--- config.mk ---
export PLATFORM = sky130hd
export DESIGN_NAME = mu2cgra_stream_adapter
export DESIGN_NICKNAME = d
export VERILOG_FILES = /design/src/rtl/mu2cgra_stream_adapter.sv
export SDC_FILE = /design/constraint.sdc
export NUM_CORES = 2
export LEC_CHECK = 0
export ABC_AREA = 1
export BUFFER_PORTS_ARGS = -buffer_cell sky130_fd_sc_hd__buf_2
export CORE_ASPECT_RATIO = 1.2
export CORE_MARGIN = 2
export CORE_UTILIZATION = 25
export DETAILED_ROUTE_END_ITERATION = 16
export PLACE_DENSITY = 0.47
export RECOVER_POWER = 100
export SLEW_MARGIN = 20
export SYNTH_ARGS = -nofsm -noshare
export SYNTH_HDL_FRONTEND = slang
export SYNTH_SLANG_ARGS = --single-unit
--- constraint.sdc ---
create_clock -name clk_in -period 22.2 [get_ports clk_in]
set_clock_uncertainty 0.05 [all_clocks]
set_input_delay 1.11 -clock clk_in [delete_from_list [all_inputs] [get_ports clk_in]]
set_output_delay 1.11 -clock clk_in [all_outputs]
set_load 0.05 [all_outputs]
--- src/rtl/mu2cgra_stream_adapter.sv ---
// Buffers fused matrix-unit words in a small FIFO and replays each head word to the CGRA
// as BEATS narrower beats, lowest lanes first; the word pops on its last beat.
module mu2cgra_stream_adapter #(
   parameter  int unsigned NUM_LANES  = 32,
   parameter  int unsigned LANE_W     = 16,
   parameter  int unsigned OUT_LANES  = 32,
   parameter  int unsigned FIFO_DEPTH = 4,
   localparam int unsigned BEATS      = NUM_LANES / OUT_LANES,
   localparam int unsigned BEAT_W     = (BEATS > 1) ? $clog2(BEATS) : 1,
   localparam int unsigned OCC_W      = $clog2(FIFO_DEPTH + 1),
   localparam int unsigned IN_W       = NUM_LANES * LANE_W,
   localparam int unsigned OUT_W      = OUT_LANES * LANE_W
) (
   input  logic              clk_in,
   input  logic              reset_in,
   input  logic              in_vld,
   output logic              in_rdy,
   input  logic [IN_W-1:0]   in_dat,
   output logic              out_vld,
   input  logic              out_rdy,
   output logic [OUT_W-1:0]  out_dat,
   output logic              out_last,
   output logic [BEAT_W-1:0] out_beat,
   output logic [OCC_W-1:0]  occupancy,
   output logic [31:0]       word_cnt
);

   localparam int unsigned PTR_W = $clog2(FIFO_DEPTH);
   localparam logic [BEAT_W-1:0] LAST_BEAT = BEAT_W'(BEATS - 1);
   localparam logic [OCC_W-1:0]  FULL_OCC  = OCC_W'(FIFO_DEPTH);

   if (NUM_LANES % OUT_LANES != 0) begin : gen_bad_lanes
      $error("NUM_LANES must be a multiple of OUT_LANES");
   end
   if (FIFO_DEPTH < 2 || (FIFO_DEPTH & (FIFO_DEPTH - 1)) != 0) begin : gen_bad_depth
      $error("FIFO_DEPTH must be a power of 2 and at least 2");
   end

   logic [IN_W-1:0]   mem_q [FIFO_DEPTH];
   logic [PTR_W-1:0]  wr_ptr_q, wr_ptr_d;
   logic [PTR_W-1:0]  rd_ptr_q, rd_ptr_d;
   logic [OCC_W-1:0]  occ_q, occ_d;
   logic [BEAT_W-1:0] beat_q, beat_d;
   logic [31:0]       word_cnt_q, word_cnt_d;

   logic [BEATS-1:0][OUT_W-1:0] head_beats;
   logic push, fire, pop;

   // Both handshakes are gated by reset so nothing moves while reset_in is low.
   assign in_rdy   = reset_in && (occ_q != FULL_OCC);
   assign out_vld  = reset_in && (occ_q != '0);
   assign out_last = out_vld && (beat_q == LAST_BEAT);
   assign push     = in_vld && in_rdy;
   assign fire     = out_vld && out_rdy;
   assign pop      = fire && out_last;

   assign head_beats = mem_q[rd_ptr_q];
   assign out_dat    = out_vld ? head_beats[beat_q] : '0;
   assign out_beat   = beat_q;
   assign occupancy  = occ_q;
   assign word_cnt   = word_cnt_q;

   always_comb begin
      wr_ptr_d   = wr_ptr_q;
      rd_ptr_d   = rd_ptr_q;
      occ_d      = occ_q;
      beat_d     = beat_q;
      word_cnt_d = word_cnt_q;
      if (push) wr_ptr_d = wr_ptr_q + 1'b1;
      if (pop) begin
         rd_ptr_d   = rd_ptr_q + 1'b1;
         word_cnt_d = word_cnt_q + 32'd1;
      end
      if (fire) beat_d = (beat_q == LAST_BEAT) ? '0 : beat_q + 1'b1;
      unique case ({push, pop})
         2'b10:   occ_d = occ_q + 1'b1;
         2'b01:   occ_d = occ_q - 1'b1;
         default: occ_d = occ_q;
      endcase
   end

   always_ff @(posedge clk_in) begin
      if (!reset_in) begin
         wr_ptr_q   <= '0;
         rd_ptr_q   <= '0;
         occ_q      <= '0;
         beat_q     <= '0;
         word_cnt_q <= '0;
      end else begin
         wr_ptr_q   <= wr_ptr_d;
         rd_ptr_q   <= rd_ptr_d;
         occ_q      <= occ_d;
         beat_q     <= beat_d;
         word_cnt_q <= word_cnt_d;
      end
   end

   // Storage needs no reset: out_dat is zeroed whenever the FIFO is empty.
   always_ff @(posedge clk_in) begin
      if (push) mem_q[wr_ptr_q] <= in_dat;
   end

endmodule

Yosys cells after proc, flatten, opt, wreduce, memory -nomap -nowiden
Memories as Yosys holds them, arrays and structs flattened. A register that Yosys moved wholly into a read port is not among the register bits. Cells that the tools add are included.

$add $sub $neg: 6. Magnitude comparators: 1. Equal/unequal tests: 3. Mux-type cells: 8. Bitwise logic cells: 1. Reduce and logical (&&, ||, !) cells: 8.

Operators by type and width (count): $mux W512 (2); $add A32 B1 Y32 const B (1); $logic_and A1 B1 Y1 (6); $pmux W3 S2 (1); $add A2 B1 Y2 const B (2); $mux W2 (2); $add A3 B1 Y3 const B (1); $mux W1 (3); $ne A3 B3 Y1 const B (1); $reduce_bool A3 Y1 (1); $sub A3 B1 Y3 const B (1); $eq A2 B1 Y1 const B (1); $eq A2 B2 Y1 const B (1); $reduce_bool A2 Y1 (1); $add A1 B1 Y1 const B (1); $lt A1 B1 Y1 const B (1); $not A1 Y1 (1).

Bits in registers: 40. RAM bits: 2048. Input bits: 516. Output and inout bits: 551. Logic and storage cells: 33. Memories kept: 1.

Memory list: mem_q (words 4, bits a word 512, read ports 1, clocked after memory_dff 1, write ports 1, line 39) `logic [IN_W-1:0] mem_q [FIFO_DEPTH];`.

Logic depth before layout (Yosys ltp)
Depth in word-level cells: 6. Mapped depth: 12. Mapped depth without buffers: 11.

Worst setup path before layout
Ideal clock, no wire load.

Path type: input port to flip-flop. Start point: in reset_in. End point: mem mem_q[0][0] in the netlist's numbering (enable). Data arrival time: 23665 ps. Required time: 20750 ps. Slack: -2915 ps. Stages on the path: 4. Path buffers: 0. Path through: inv_1 > a21oi_1 > nand2_1 > nor2_1.

Longest elaborated chain between the ends: 4.

RTL lines: start: declaration (line 15) `input logic reset_in,`; $logic_and A1 B1 Y1 (line 50) `assign in_rdy = reset_in && (occ_q != FULL_OCC);`; via in_rdy (line 17) `output logic in_rdy,`; $logic_and A1 B1 Y1 (line 53) `assign push = in_vld && in_rdy;`; $mux W1 (line 100) `if (push) mem_q[wr_ptr_q] <= in_dat;`; $mux W1 (not written as such) (line 100); end: declaration (line 39).

The timed path passes the listed nets, and every way through them passes these cells.

Worst setup path after layout
Start point: in reset_in. End point: out out_dat[3].

Longest elaborated chain between the ends: 2.

RTL lines: $logic_and A1 B1 Y1 (line 51) `assign out_vld = reset_in && (occ_q != '0);`; $mux W512 (line 58) `assign out_dat = out_vld ? head_beats[beat_q] : '0;`; end: declaration (line 21) `output logic [OUT_W-1:0] out_dat,`.

No other way between the ends.

==> key figures <==
Setup path
  – Cell mode on critical path: clkbuf_1
  – Crit path max fanout: 59
  – CP Launch Type: input pin
  – Reg-to-Reg Start: occupancy[1]
  – WP data arrival: 13150 ps
  – Critical path's slowest cell: clkbuf_1
  – WS Path Type: input pin to primary output
  – Required time of the critical path: 21040 ps
  – CP bufs+invs: 7
  – Worst Setup End Kind: primary output
  – Beginning of the critical path: reset_in
  – Worst reg-to-reg setup slack: 9730 ps
  – Delay-heaviest family, CP: buffers and inverters
  – CP cell instances: clkbuf_1 -> nand2_1 -> clkbuf_1 -> clkbuf_1 -> clkbuf_1 -> buf_4 -> buf_4 -> a21oi_1 -> clkbuf_1
  – CP peak stage delay: 2410 ps

Logic synthesis
  – Syn_nets: 6886
  – Synthesized area: 80980 um^2
  – Most common cell in the netlist: nor2_1
  – Ys flop type: edfxtp_1
  – Ranking of synthesized cells by area: edfxtp_1 (76%), nor2_1 (9.8%), o21ai_0 (3.8%)
  – Synthesized instance count: 6363
  – #FFs+latches synth: 2089
  – Post-synth EDFFs: 2048
  – Synth top area share: 75.95%
  – Top cells by count, synth: nor2_1 (2118), edfxtp_1 (2048), o21ai_0 (622), a21oi_1 (532), o21ai_1 (411)
  – Syn Area/Cell: 12.73 um^2
  – Async S/R FF share, synth: 0%
  – Synth cell types: 34
  – Register area share after synthesis: 76.96%
  – Synth warn: 0
  – Post-synth top area cell: edfxtp_1

STA
  – Final setup vio count: 0
  – Slew headroom: -466.4%
  – Setup TNS: 0 ps
  – RSZ-0062 raised after global routing: no
  – Minimum clock period: 14310 ps
  – Fin. max-slew vios: 2017
  – Max Freq: 69.86 MHz
  – Final hold vios: 0
  – Hold Slack: 418.4 ps
  – Worst Tran Pin Value: 8497 ps
  – Final period util: 64.48%

Placement
  – Port buffer count: 1065
  – RD Place Congestion: 0.8035
  – Final HPWL DP: 150400 um

Cells and area
  – Synthesis-to-layout area growth: 18.58%
  – NumNets Final: 7849
  – Fin util: 29.84%
  – Layout cell share with drive strength beyond 1: 4.945%

Min path
  – Hold Path Class: flop to flop
  – Hold wc startpoint: rd_ptr_q[1]

Routing
  – Routed WL per cell: 20.98 um
  – Wl on met1: 97690 um
  – Drt total wl: 247500 um
  – Routed wl met3: 20690 um
  – First-pass DRT Iterations: 5
  – Via count: 52460
  – Drt initial violations: 3814
  – Highest metal used: met5
  – Via/cell ratio: 4.447
  – Post-detailed-route count of antenna-violating nets: 0
  – Remaining DRCs: 0
  – DR WL met2: 120100 um

Floorplanning
  – Cell Rows: 228
  – I/O pin cnt: 1067
  – Starting Density: 25.16%
  – Die area: 328500 um^2
  – Die W: 523.5 um
  – DIE HEIGHT: 627.4 um
  – CORE AREA: 321800 um^2

Power
  – Overall power: 8.896 mW
  – Pint: 6.645 mW
  – Sw Pwr: 2.251 mW
  – Clock Power Share: 40.4%
  – P per Cell Area: 92.65 nW/um^2
  – Sw frac: 25.31%
  – Max IR drop VDD: 0.00007233 V
  – Comb power frac: 9.4%
  – Pleak: 30.48 nW
  – Part of the power in registers: 50.2%

CTS
  – Worst-path clk slew: 60 ps
  – Number of gates resized after CTS: 0
  – Clk root buf: clkbuf_16
  – Post-CTS Setup Bufs: 0
  – Number of H-tree levels: 4
  – Cts bufs inserted: 221
  – CTS Hold Buffers Added: 0
  – Skew-Pair Late Insertion Delay: 850 ps
  – CTS Sinks: 2089
  – CTS tree: yes
  – CTS Buffer Depth: 4

Global route
  – GRT Total Usage: 14.21%
  – Largest net degree at the start of global routing: 183
  – Number of global-route vias before repair: 49270
  – Initial antenna violation count: 126
  – Gr ovfl total: 0
  – Global-route wire length before repair: 348300 um

Outcome
  – Status: complete, but fails checks
  – Failing checks: max-capacitance violations, max-slew violations

Job
  – Max-Cap Viols: 39
kinds of logic (layout without fill, tap and decap cells):
| group | count (synthesis) | after routing | share of synthesized area, % |
|---|---|---|---|
| AO/OA/AOI/OAI | 1570 | 1570 | 9.718 |
| XOR/XNOR | 4 | 4 | 0.04327 |
| adder cells (fa/ha/maj) | 7 | 7 | 0.1174 |
| buffers and inverters | 448 | 1587 | 2.576 |
| flip-flops | 2089 | 2089 | 76.96 |
| other | 1 | 41 | 0.004631 |
| AND/OR/NAND/NOR | 2244 | 2244 | 10.58 |
registers in the layout (all words and copies together) (netlist names), named ones only:
signal	flops
mem_q	2048
occupancy	3
wr_ptr_q	2
word_cnt	32
rd_ptr_q	2
layout by cell type, fill, tap and decap left out, types with 18 or more instances in the layout:
master	count
o21ai_0	622
a21oi_1	532
buf_2	21
clkbuf_16	223
edfxtp_1	2048
nor2_1	2123
nand2_1	70
clkbuf_1	1133
clkinv_2	31
buf_4	36
diode_2	40
nand3_1	23
bufinv_16	18
inv_1	41
dfxtp_1	40
clkinv_1	53
o21ai_1	411
power by group through the flow:
stage	clock network [mW]	logic, mW	registers [mW]
3_5_place_dp	0	0.871	4.54
6_report	3.59	0.835	4.47
5_1_grt	3.85	0.903	4.47
3_3_place_gp	0	0.862	4.54
2_1_floorplan	0	0.549	4.62
4_1_cts	3.70	0.873	4.46
per-layer routing:
layer	vias to the layer above	GRT usage, %
li1	24590	-
met1	25720	17.03
met2	1589	23.80
met3	478	4.630
met4	90	4.921
met5	-	0
worst reg2reg max path, stage by stage, from the launching register on:
cell      delay [ps]
dfxtp_1          420
nor2_1           100
a21oi_1          190
nand2_1          300
nor2_4           170
clkbuf_1        1940
clkbuf_1        5130
clkbuf_1        2650
buf_4           1120
final cells by class:
type / instances / area (um^2)
repair buffers: 1144 / 4601
multi-input cells: 3826 / 16540
clock buffers: 279 / 5791
clock inverters: 120 / 1154
inverters: 44 / 180.2
flip-flops and latches: 2089 / 62320
well taps: 4255 / 5324
diodes: 40 / 100.1
fillers: 32860 / 225800
path summary, 6_finish.rpt:
check | end | depth (start not counted)
setup / recovery | out_dat[3] | 9
hold / removal | flop | 2
setup reg to reg | mem_q[1][58] | 8
hold reg to reg | flop | 2
metrics by stage:
| stage | worst slack (ps) | instances | cell area [um^2] |
|---|---|---|---|
| 3_5_place_dp | 14210 | 11360 | 90520 |
| 6_report | 7886 | 11800 | 96020 |
| 3_3_place_gp | 14230 | 11360 | 90520 |
| 5_1_grt | 6819 | 11780 | 95980 |
| 2_1_floorplan | -2915 | 6363 | 80980 |
| 4_1_cts | 13770 | 11760 | 97470 |
Power figures use the tool's default switching activity.
